## config.mk

```make
export PLATFORM = sky130hd
export DESIGN_NAME = aqp_sync_fifo
export DESIGN_NICKNAME = d
export VERILOG_FILES = /design/src/rtl/aqp_sync_fifo_pkg.sv /design/src/rtl/aqp_fifo_dpram.sv /design/src/rtl/aqp_sync_fifo.sv
export SDC_FILE = /design/constraint.sdc
export NUM_CORES = 1
export LEC_CHECK = 0
export CORE_MARGIN = 2
export CORE_UTILIZATION = 62
export CTS_BUF_LIST = sky130_fd_sc_hd__clkbuf_4
export CTS_CLUSTER_DIAMETER = 40
export CTS_CLUSTER_SIZE = 40
export DETAILED_ROUTE_END_ITERATION = 8
export GPL_TIMING_DRIVEN = 0
export PLACE_DENSITY_LB_ADDON = 0.1
export SLEW_MARGIN = 20
export SYNTH_ARGS = -nofsm -noshare
export SYNTH_HDL_FRONTEND = slang
export SYNTH_SLANG_ARGS = --single-unit
```

## constraint.sdc

```tcl
create_clock -name clk -period 4.2 [get_ports clk]
set_clock_uncertainty 0.2 [all_clocks]
set_input_delay 1.05 -clock clk [delete_from_list [all_inputs] [get_ports clk]]
set_output_delay 1.05 -clock clk [all_outputs]
set_load 0.05 [all_outputs]
```

## src/rtl/aqp_sync_fifo_pkg.sv

```systemverilog
// Shared helpers for the aqp sync FIFO slice: parameter sanity checks used at elaboration.
`timescale 1ns/1ps
package aqp_sync_fifo_pkg;

    // A threshold is usable only if it lies within 0..DEPTH.
    function automatic bit thresh_in_range(input int thresh, input int addr_w);
        return (thresh >= 0) && (thresh <= (1 << addr_w));
    endfunction

endpackage

```

## src/rtl/aqp_fifo_dpram.sv

```systemverilog
// WIDTH x 2**ADDR_W simple dual-port RAM: synchronous write, asynchronous read.
`timescale 1ns/1ps
module aqp_fifo_dpram #(
    parameter int WIDTH  = 9,
    parameter int ADDR_W = 4
) (
    input  logic              clk,
    input  logic              we,
    input  logic [ADDR_W-1:0] waddr,
    input  logic [WIDTH-1:0]  wdata,
    input  logic [ADDR_W-1:0] raddr,
    output logic [WIDTH-1:0]  rdata
);

    (* ram_style = "distributed" *) logic [WIDTH-1:0] mem [2**ADDR_W];

    always_ff @(posedge clk) begin
        if (we) begin
            mem[waddr] <= wdata;
        end
    end

    // Output register lives in the FIFO, so the read port stays combinational.
    assign rdata = mem[raddr];

endmodule

```

## src/rtl/aqp_sync_fifo.sv

```systemverilog
// Single-clock FIFO with full 2**ADDR_W capacity, optional first-word-fall-through,
// occupancy count, almost flags, synchronous flush and sticky error flags.
`timescale 1ns/1ps
module aqp_sync_fifo
    import aqp_sync_fifo_pkg::*;
#(
    parameter int WIDTH         = 9,
    parameter int ADDR_W        = 4,
    parameter int AFULL_THRESH  = 8,
    parameter int AEMPTY_THRESH = 2,
    parameter bit FWFT          = 1'b0
) (
    input  logic              clk,
    input  logic              reset,
    input  logic              flush,
    input  logic [WIDTH-1:0]  wrdata,
    input  logic              wr_en,
    output logic [WIDTH-1:0]  rddata,
    input  logic              rd_en,
    output logic              empty,
    output logic              full,
    output logic              almost_full,
    output logic              almost_empty,
    output logic [ADDR_W:0]   count,
    output logic              overflow,
    output logic              underflow,
    input  logic              clr_err
);

    localparam int DEPTH = 2**ADDR_W;
    localparam logic [ADDR_W:0] DEPTH_CNT  = (ADDR_W+1)'(DEPTH);
    localparam logic [ADDR_W:0] AFULL_CNT  = (ADDR_W+1)'(AFULL_THRESH);
    localparam logic [ADDR_W:0] AEMPTY_CNT = (ADDR_W+1)'(AEMPTY_THRESH);

    if (ADDR_W < 1) begin : g_bad_addr_w
        $error("aqp_sync_fifo: ADDR_W must be at least 1");
    end
    if (!thresh_in_range(AFULL_THRESH, ADDR_W)) begin : g_bad_afull
        $error("aqp_sync_fifo: AFULL_THRESH outside 0..DEPTH");
    end
    if (!thresh_in_range(AEMPTY_THRESH, ADDR_W)) begin : g_bad_aempty
        $error("aqp_sync_fifo: AEMPTY_THRESH outside 0..DEPTH");
    end

    logic [ADDR_W:0]  wptr_reg, rptr_reg;
    logic [ADDR_W:0]  wptr_next, rptr_next;
    logic [ADDR_W:0]  mcount;
    logic [ADDR_W:0]  count_int;
    logic             ovalid_reg, ovalid_next;
    logic             overflow_reg, underflow_reg;
    logic [WIDTH-1:0] rddata_reg;
    logic [WIDTH-1:0] mem_rdata;
    logic             full_int, mem_empty, empty_int;
    logic             wr_ok, wr_err, load, rd_err;

    // Extra wrap bit on each pointer lets all DEPTH slots be used.
    assign mcount    = wptr_reg - rptr_reg;
    assign full_int  = (mcount == DEPTH_CNT);
    assign mem_empty = (wptr_reg == rptr_reg);

    assign wr_ok  = wr_en && !full_int && !flush;
    assign wr_err = wr_en &&  full_int && !flush;

    if (FWFT) begin : g_fwft
        // Prefetch the head word whenever the output register is free or being popped.
        always_comb begin
            load        = !flush && (mcount != '0) && (!ovalid_reg || rd_en);
            rd_err      = rd_en && !ovalid_reg && !flush;
            ovalid_next = ovalid_reg;
            if (flush) begin
                ovalid_next = 1'b0;
            end else if (load) begin
                ovalid_next = 1'b1;
            end else if (rd_en && ovalid_reg) begin
                ovalid_next = 1'b0;
            end
            empty_int = !ovalid_reg;
        end
    end else begin : g_registered
        always_comb begin
            load        = rd_en && !mem_empty && !flush;
            rd_err      = rd_en &&  mem_empty && !flush;
            ovalid_next = 1'b0;
            empty_int   = mem_empty;
        end
    end

    always_comb begin
        wptr_next = wptr_reg;
        rptr_next = rptr_reg;
        if (flush) begin
            wptr_next = '0;
            rptr_next = '0;
        end else begin
            if (wr_ok) begin
                wptr_next = wptr_reg + 1'b1;
            end
            if (load) begin
                rptr_next = rptr_reg + 1'b1;
            end
        end
    end

    always_ff @(posedge clk or posedge reset) begin
        if (reset) begin
            wptr_reg      <= '0;
            rptr_reg      <= '0;
            ovalid_reg    <= 1'b0;
            overflow_reg  <= 1'b0;
            underflow_reg <= 1'b0;
            rddata_reg    <= '0;
        end else begin
            wptr_reg      <= wptr_next;
            rptr_reg      <= rptr_next;
            ovalid_reg    <= ovalid_next;
            // A fresh error in the same cycle as clr_err keeps the flag set.
            overflow_reg  <= wr_err || (overflow_reg  && !clr_err);
            underflow_reg <= rd_err || (underflow_reg && !clr_err);
            if (load) begin
                rddata_reg <= mem_rdata;
            end
        end
    end

    aqp_fifo_dpram #(
        .WIDTH  (WIDTH),
        .ADDR_W (ADDR_W)
    ) u_ram (
        .clk   (clk),
        .we    (wr_ok),
        .waddr (wptr_reg[ADDR_W-1:0]),
        .wdata (wrdata),
        .raddr (rptr_reg[ADDR_W-1:0]),
        .rdata (mem_rdata)
    );

    // ovalid is constant 0 in registered-read mode, so one count formula serves both.
    assign count_int    = mcount + {{ADDR_W{1'b0}}, ovalid_reg};
    assign count        = count_int;
    assign empty        = empty_int;
    assign full         = full_int;
    assign almost_full  = (count_int >= AFULL_CNT);
    assign almost_empty = (count_int <= AEMPTY_CNT);
    assign overflow     = overflow_reg;
    assign underflow    = underflow_reg;
    assign rddata       = rddata_reg;

endmodule

```

## Yosys cells after proc, flatten, opt, wreduce, memory -nomap -nowiden

Memory sizes are Yosys's and may differ from the RTL's. A register that Yosys moved wholly into a read port is not among the register bits.
Cells that the tools add are included.
W data, S select, Z words.

| word-level totals | value |
|---|---|
| register bits after elaboration | 12 |
| bits in writable memories | 144 |
| input bits | 15 |
| output and inout bits | 20 |
| logic and storage cells | 36 |
| memories | 1 |

Memory list:

| name | depth | width | rd ports | clocked after Yosys merged registers in | write ports | line | text |
|---|---|---|---|---|---|---|---|
| u_ram.mem | 16 | 9 | 1 | 1 | 1 | aqp_fifo_dpram.sv:15 | `(* ram_style = "distributed" *) logic [WIDTH-1:0] mem [2**ADDR_W];` |

| cells by class | value |
|---|---|
| add/sub/neg operators | 3 |
| magnitude comparators | 2 |
| equal/unequal tests | 2 |
| multiplexer cells | 6 |
| reduce and logical (&&, ||, !) cells | 18 |

Operators by type and width:

| kind | count |
|---|---|
| $mux W5 | 4 |
| $add A5 B1 Y5 const B | 2 |
| $logic_and A1 B1 Y1 | 10 |
| $eq A5 B5 Y1 | 1 |
| $eq A5 B5 Y1 const B | 1 |
| $ge A5 B4 Y1 const B | 1 |
| $le A5 B2 Y1 const B | 1 |
| $sub A5 B5 Y5 | 1 |
| $logic_not A1 Y1 | 4 |
| $reduce_bool A2 Y1 | 2 |
| $logic_or A1 B1 Y1 | 2 |
| $mux W1 | 2 |

## Longest topological paths before layout

| depth | value |
|---|---|
| word-level depth | 7 |
| depth in mapped cells | 12 |
| gate-level depth less buffers | 9 |

## Hierarchy

From an unflattened synthesis, not the netlist that was laid out.

| second synthesis, totals | value |
|---|---|
| cells, all modules | 355 |
| area, all modules | 6,804.0 µm² |

By module, submodules not included:

| module | times used | cells each | area each (µm²) | seq. area each (µm²) |
|---|---|---|---|---|
| aqp_fifo_dpram | 1 | 245 | 5,600.4 | 4,324.1 |
| aqp_sync_fifo | 1 | 110 | 1,203.7 | 525.5 |

## Worst setup path after synthesis

Ideal clock, no wire load.

| path | value |
|---|---|
| kind | register to output |
| start | register rptr_reg[1] |
| end | output almost_empty |
| arrival time | 3.936 ns |
| required time | 2.950 ns |
| path slack | -0.986 ns |
| stages on the path, launching flop included | 10 |
| path buffers | 2 |
| cells stage by stage | dfrtp_1 -> clkbuf_1 -> buf_2 -> inv_1 -> ha_1 -> and3b_1 -> or3_4 -> and2_1 -> or2_2 -> a211oi_1 |

| between the ends | value |
|---|---|
| cells in the longest elaborated chain, start to end | 2 |

RTL lines:

| what | line | text |
|---|---|---|
| from (decl) | aqp_sync_fifo.sv:45 | `logic [ADDR_W:0] wptr_reg, rptr_reg;` |
| from (signal assigned) | aqp_sync_fifo.sv:114 | `rptr_reg <= rptr_next;` |
| $sub A5 B5 Y5 | aqp_sync_fifo.sv:57 | `assign mcount = wptr_reg - rptr_reg;` |
| named net count[3] | aqp_sync_fifo.sv:24 | `output logic [ADDR_W:0] count,` |
| $le A5 B2 Y1 | aqp_sync_fifo.sv:143 | `assign almost_empty = (count_int <= AEMPTY_CNT);` |
| to (decl) | aqp_sync_fifo.sv:23 | `output logic almost_empty,` |

The timed path passes the listed nets, and every way through them passes these cells.

## Worst setup path after layout

| path | value |
|---|---|
| start | register rptr_reg[2] |
| end | output almost_empty |

| between the ends | value |
|---|---|
| cells in the longest elaborated chain, start to end | 2 |

RTL lines:

| what | line |
|---|---|
| $sub A5 B5 Y5 | aqp_sync_fifo.sv:57 |
| $le A5 B2 Y1 | aqp_sync_fifo.sv:143 |

No other way between the ends.

==> results summary <==
Routability-driven placement finished with a final weighted congestion of ~0.85. In this run the worst hold path is classified as reg2reg. In the finished design, the share of the clock period the worst path needs comes to 96.2%. The routed layout has 3550 vias. The post-DP HPWL came out at 9060 um. The slowest stage of the critical path belongs to the cell sky130_fd_sc_hd__dfrtp_1. The number of warnings printed during yosys synthesis came out at 0.

The simple logic cell fraction of the synthesized area came out at 5.40%. In this run, synthesis inferred 144 flip-flops with an integrated enable. The average wire length per cell after detail routing is 22.9 um. The total wire length came out at 13400 um. The final hold violation count came out at 0. Data on the critical path arrives at its endpoint at 2.79 ns. Setup repair after global routing left no endpoint under its margin. Final hold analysis gives a worst-case slack of approximately 0.31 ns. The setup-violating endpoint count in the final report came out at 0.

After layout, the minimum clock period comes to 4.04 ns. The adder and majority cell fraction of the synthesized area came out at 1.97%. The post-synthesis average cell area is ~19 um2. The net count of the finished layout is 458. Yosys mapped the design onto 35 distinct sky130hd cell types.

The area of the die is 11700 um2. The register with the most flip-flops in the layout has roughly 140 of them. In the layout the commonest cells are 144 x sky130_fd_sc_hd__edfxtp_1, 36 x sky130_fd_sc_hd__mux4_2, 28 x sky130_fd_sc_hd__clkdlybuf4s50_1, 19 x sky130_fd_sc_hd__mux2i_1, 19 x sky130_fd_sc_hd__dfrtp_1. The global-route congestion overflow total is 0.

The mux cell area share after synthesis is about 15%. The number of detailed-routing iterations run before antenna repair came out at 5. The flow ran to the end, and the final reports show no timing, DRC or antenna violations. The critical path in this run is classified as reg2out. Traced cell by cell, the critical path runs through inv_2, ha_1, a21o_1, or3_4, and2_4, or2_4, a211oi_4, buf_6. The actual transition at the worst max-transition pin is 0.902 ns. The number of global-route vias before repair was 3636. The reported max-cap violation count came out at 0. The number of flip-flops and latches in the synthesized netlist is 165. The worst setup path is captured at a primary output. The number of H-tree levels came out at 4. The critical path's top delay family is simple AND/OR/NAND/NOR gates. The area of the mapped netlist is ~6700 um2. The pin count of the biggest net entering global routing came out at 22. The root buffer cell chosen for the clock tree is sky130_fd_sc_hd__clkbuf_4.

The clock tree from TritonCTS is yes. From synthesis to final layout, the design area changed by 16.2%. The count of nets left with antenna violations once routing finished came out at 0. After synthesis, the largest family of logic cells by area is multiplexers. The cell count after synthesis came out at ~360.

The fraction of the yosys area taken by sequential cells came out at 71.9%. The CTS buffer count is 17. The power per cell area is 553 nW/um2.

The library cell used most frequently in the layout, excluding fill and tap cells, is sky130_fd_sc_hd__edfxtp_1. Cells with a size suffix above 1 make up roughly 30% of the layout. The initial antenna violation count came out at 0.

After the first detailed-routing iteration, the DRC count stood at 382. The effective utilization at floorplan came out at 62.8%. The final standard cell utilization of the core is 72.9%. The post-synthesis net count came out at 388. The largest vdd supply drop came out at 0.000593 V. The area inside the core boundary came out at 10700 um2. The number of buffers inserted by port buffering is 34.

The final-report max-slew violation count came out at 0. The synthesized netlist devotes under 10% of its cell area to compound gates. The width of the die came out at between 100 and 150 um. The clock insertion delay at the later pin of the skew report came out at 0.54 ns. The maximum cell stage delay along the critical path is approximately 0.4 ns.

The leakage power total is roughly 0.0027 uW. The critical path data required time came out at 2.95 ns. The first-pass GRT wire length came out at 20000 um. The vertical extent of the die came out at 108 um.

The number of sinks driven by the clock tree is 165. For this run, the leading register cell type out of synthesis is sky130_fd_sc_hd__edfxtp_1. The overall track demand over capacity in global routing is 24.9%. The top-level I/O count came out at 35. The number of remaining DRC errors is 0. The xor/xnor cell area share of the yosys netlist is 0.649%. STA classifies the critical path startpoint as a flip-flop. The largest total area in the synthesized netlist belongs to sky130_fd_sc_hd__edfxtp_1. The clock slew at the register clock pins of the worst setup and hold paths is 0.13 ns. The count of buffer and inverter cells on the critical path is 2. By area the synthesized netlist is led by sky130_fd_sc_hd__edfxtp_1 64%, sky130_fd_sc_hd__mux4_2 12%, sky130_fd_sc_hd__dfrtp_1 7.8%.

The average vias per placed instance came out at between 6 and 7. The proportion of register bits with asynchronous set or reset after synthesis came out at about an eighth. The worst pin sits at a relative slew slack of between 30% and 40%. The count of inserted antenna diode cells came out at 0. The maximum fanout along the worst path came out at 5.

The maximum clock insertion buffer count came out at 2. The initialized floorplan defines 38 standard-cell rows. The maximum clock rate came out at 0.247 GHz.

The share of the synthesized area in the top cell type came out at 64.1%.
-- area by class of cell --
cell class              count  area [um2]
well taps                 140         175
clock buffers              18         135
fillers                   678        2910
multi-input cells         165        1880
clock inverters            13         155
plain buffers              18         108
repair buffers             53         473
flip-flops and latches    165        4850
inverters                  13        55.1
-- cell families (layout without fill, tap and decap cells) --
kind of cell,count (synthesis),in the layout
DFF,165,165
and+or+nand+nor,67,67
muxes,55,55
buffers and inverters,33,115
AOI/OAI and AO/OA,28,28
adders and majority gates,10,10
xor gates and xnor gates,5,5
-- worst reg2reg max path, delay by kind of cell, from the launching register on --
kind | cells | cell delay [ns]
AND/OR/NAND/NOR | 3 | 1.02
buffers and inverters | 4 | 0.66
adder cells (fa/ha/maj) | 2 | 0.52
flip-flops | 1 | 0.46
XOR/XNOR | 1 | 0.27
AO/OA/AOI/OAI | 1 | 0.04
-- metal layers --
layer  global-route usage (%)  wire length [um]  vias up
met5                        0                 0        -
met3                     6.27               886       19
met1                     31.6              5330     1829
met2                     41.5              6850      112
li1                         -                 -     1590
met4                     10.3               329        0
-- report_power, final --
part	internal, uW	leakage, uW	switching [uW]
Combinational	604	0.000984	899
Sequential	1860	0.00157	50.2
Clock	367	0.000144	555
-- stage by stage --
stage	setup TNS [ns]	setup slack, ns	cells	cell area [um2]	total power [uW]
after floorplan	0	0.00108	363	6770	2980
after CTS	-0.0148	-0.0148	583	7810	4350
final	0	0.159	585	7840	4330
after global placement	-58.98	-0.728	537	7290	3380
after detailed placement	-1.74	-0.701	549	7450	3420
after global routing	0	0.00462	585	7840	4510
-- synth_stat cells (2+ instances only) --
master,count
sky130_fd_sc_hd__edfxtp_1,144
sky130_fd_sc_hd__mux4_2,36
sky130_fd_sc_hd__dfrtp_1,21
sky130_fd_sc_hd__mux2i_1,19
sky130_fd_sc_hd__inv_1,13
sky130_fd_sc_hd__nand2_1,13
sky130_fd_sc_hd__nor3_1,12
sky130_fd_sc_hd__nand2b_1,10
sky130_fd_sc_hd__clkbuf_1,9
sky130_fd_sc_hd__ha_1,9
sky130_fd_sc_hd__o221ai_1,9
sky130_fd_sc_hd__a21oi_1,8
sky130_fd_sc_hd__buf_2,8
sky130_fd_sc_hd__or3_1,6
sky130_fd_sc_hd__nor2_1,5
sky130_fd_sc_hd__nand3_1,4
sky130_fd_sc_hd__nand4_1,4
sky130_fd_sc_hd__nor4_1,4
sky130_fd_sc_hd__o21ai_1,4
sky130_fd_sc_hd__xor2_1,4
sky130_fd_sc_hd__o21ai_0,3
sky130_fd_sc_hd__or2_2,3
sky130_fd_sc_hd__buf_4,2
sky130_fd_sc_hd__nand3b_1,2
-- worst paths after layout --
| kind | start | to | slack [ns] | cells past startpoint |
|---|---|---|---|---|
| max | rptr_reg[2] | almost_empty | 0.16 | 8 |
| max in group asynchronous | reset | wptr_reg[0] | 2.43 | 2 |
| max reg2reg | wptr_reg[0] | u_ram.mem[2][8] | 0.75 | 11 |
| min | rddata[3] | rddata[3] | 0.31 | 2 |
| min reg2reg | rddata[3] | rddata[3] | 0.31 | 2 |
| min in group asynchronous | reset | rptr_reg[0] | 0.78 | 2 |
-- what timing repair did --
action                                 in CTS  in global routing
pin swaps                                   1                  1
endpoints found under the hold margin       0                  0
resized for setup                          33                  5
setup endpoints to repair                   8                  3
setup buffers                               4                  3
hold buffers                                0                  0
No activity file was read; power rests on OpenSTA's default activity.
==> variant (config.mk and constraints unchanged) <==
Change the parameter `FWFT` from 1'b0 to 1'b1.
--- a/src/rtl/aqp_sync_fifo.sv
+++ b/src/rtl/aqp_sync_fifo.sv
@@ -8,7 +8,7 @@
     parameter int ADDR_W        = 4,
     parameter int AFULL_THRESH  = 8,
     parameter int AEMPTY_THRESH = 2,
-    parameter bit FWFT          = 1'b0
+    parameter bit FWFT          = 1'b1
 ) (
     input  logic              clk,
     input  logic              reset,
Formal check against the unedited RTL: not equivalent (Yosys sat finds a counterexample within 4 cycles, from zero or initial values and one cycle with reset high).
==> variant against the original RTL <==
Design area grew 1.9%. Synthesized cell count up 7.4%. Worst setup slack got worse by 81 ps. Power rose by 21%. Critical path depth unchanged. Combinational power is 56% higher. Wire length is 8.3% higher. Via count up 8.1%. Area after synthesis up 3.2%. Global-route usage is 1.3 points higher. Sequential cell count grew 1.
==> variant: results <==
group,metric,value,unit
detailed_routing,met2_length,7680,um
final_layout,fillers,676,
detailed_routing,drtIter0Drc,399,
placed_design,dpl-instance-area,7510,um2
sta,slew-limit-headroom,0.281,
logic_synthesis,synth_adder_area_share,0.0226,
logic_synthesis,yosys.area_share.xor_xnor,0.0135,
hold_path,hold_end,"rddata[6]",
logic_synthesis,synthTopCellsByArea,"edfxtp_1 (62%), mux4_2 (12%), dfrtp_1 (7.9%)",
logic_synthesis,syn_nets,417,
logic_synthesis,synth_compound_area_frac,0.0392,
final_layout,fin_cells,610,
logic_synthesis,synth_seq_area_share,0.700,
clock_tree,post-cts-setup-buffers,7,
worst_setup_path,path_max_fanout,4,
logic_synthesis,muxShareOfSynthArea,0.148,
logic_synthesis,synth-warning-count,0,
detailed_routing,vias,3838,
sta,fin_hold_ws,309,ps
logic_synthesis,synth_commonest_cells,"edfxtp_1 (144), mux4_2 (36), nor2_1 (36)",
power,p_per_area,654,nW/um2
power,p_comb_frac,0.447,
power,powerClk,0.950,mW
clock_tree,cts_resized,41,
final_layout,drive_gt1_frac,0.291,
global_route,grt_pass1_vias,3853,
placed_design,gp_congestion,0.858,
detailed_routing,firstDrtPassIters,6,
worst_setup_path,cp_slowest_cell,"fa_2",
detailed_routing,wl_met1,5610,um
worst_setup_path,cpLargestDelayFamily,"adder cells",
run_status,status,"completed",
worst_setup_path,reg2reg_to,"u_ram.mem[7][0]",
final_layout,layout.nets,484,
worst_setup_path,reg2reg_slack,560,ps
detailed_routing,wl_met3,1010,um
hold_path,whs_path_depth,1,
logic_synthesis,ys_types,45,
global_route,grtUsageTotal,0.262,
worst_setup_path,rr_worst_depth,9,
placed_design,dp.cells,566,
logic_synthesis,synth-async-reset-ratio,0.133,
placed_design,portBuffers,33,
placed_design,preCtsSetupSlack,-726,ps
placed_design,dpl.hpwl,9300,um
worst_setup_path,cp_slowest_stage_delay,610,ps
hold_path,min_from,"rddata[6]",
[variant: layout make-up]
| cell class | instances | area, um2 | share of cell area |
|---|---|---|---|
| buffer | 12 | 77.6 | 0.00971 |
| clock buffer | 19 | 143 | 0.0179 |
| clock inverter | 13 | 156 | 0.0196 |
| inverter | 11 | 41.3 | 0.00517 |
| multi-input combinational | 200 | 2080 | 0.260 |
| sequential | 166 | 4880 | 0.611 |
| tap | 140 | 175 | 0.0219 |
| timing repair buffer | 49 | 437 | 0.0547 |
[variant: routing by layer]
layer  track usage  up-vias
li1              -     1678
met1         0.350     1957
met2         0.429      190
met3        0.0553       13
met4        0.0976        0
met5             0        -
[variant: worst max path at each step]
stage                      startpoint              end  slack (ps)  cells after the start
final                     wptr_reg[0]             full          80                      8
after global routing      wptr_reg[0]             full         -50                      8
after floorplan           wptr_reg[0]     almost_empty          20                      9
after global placement    rptr_reg[2]  u_ram.mem[9][8]        -940                      8
after detailed placement  rptr_reg[2]      almost_full        -730                      9
after CTS                 rptr_reg[1]      almost_full         -20                      9
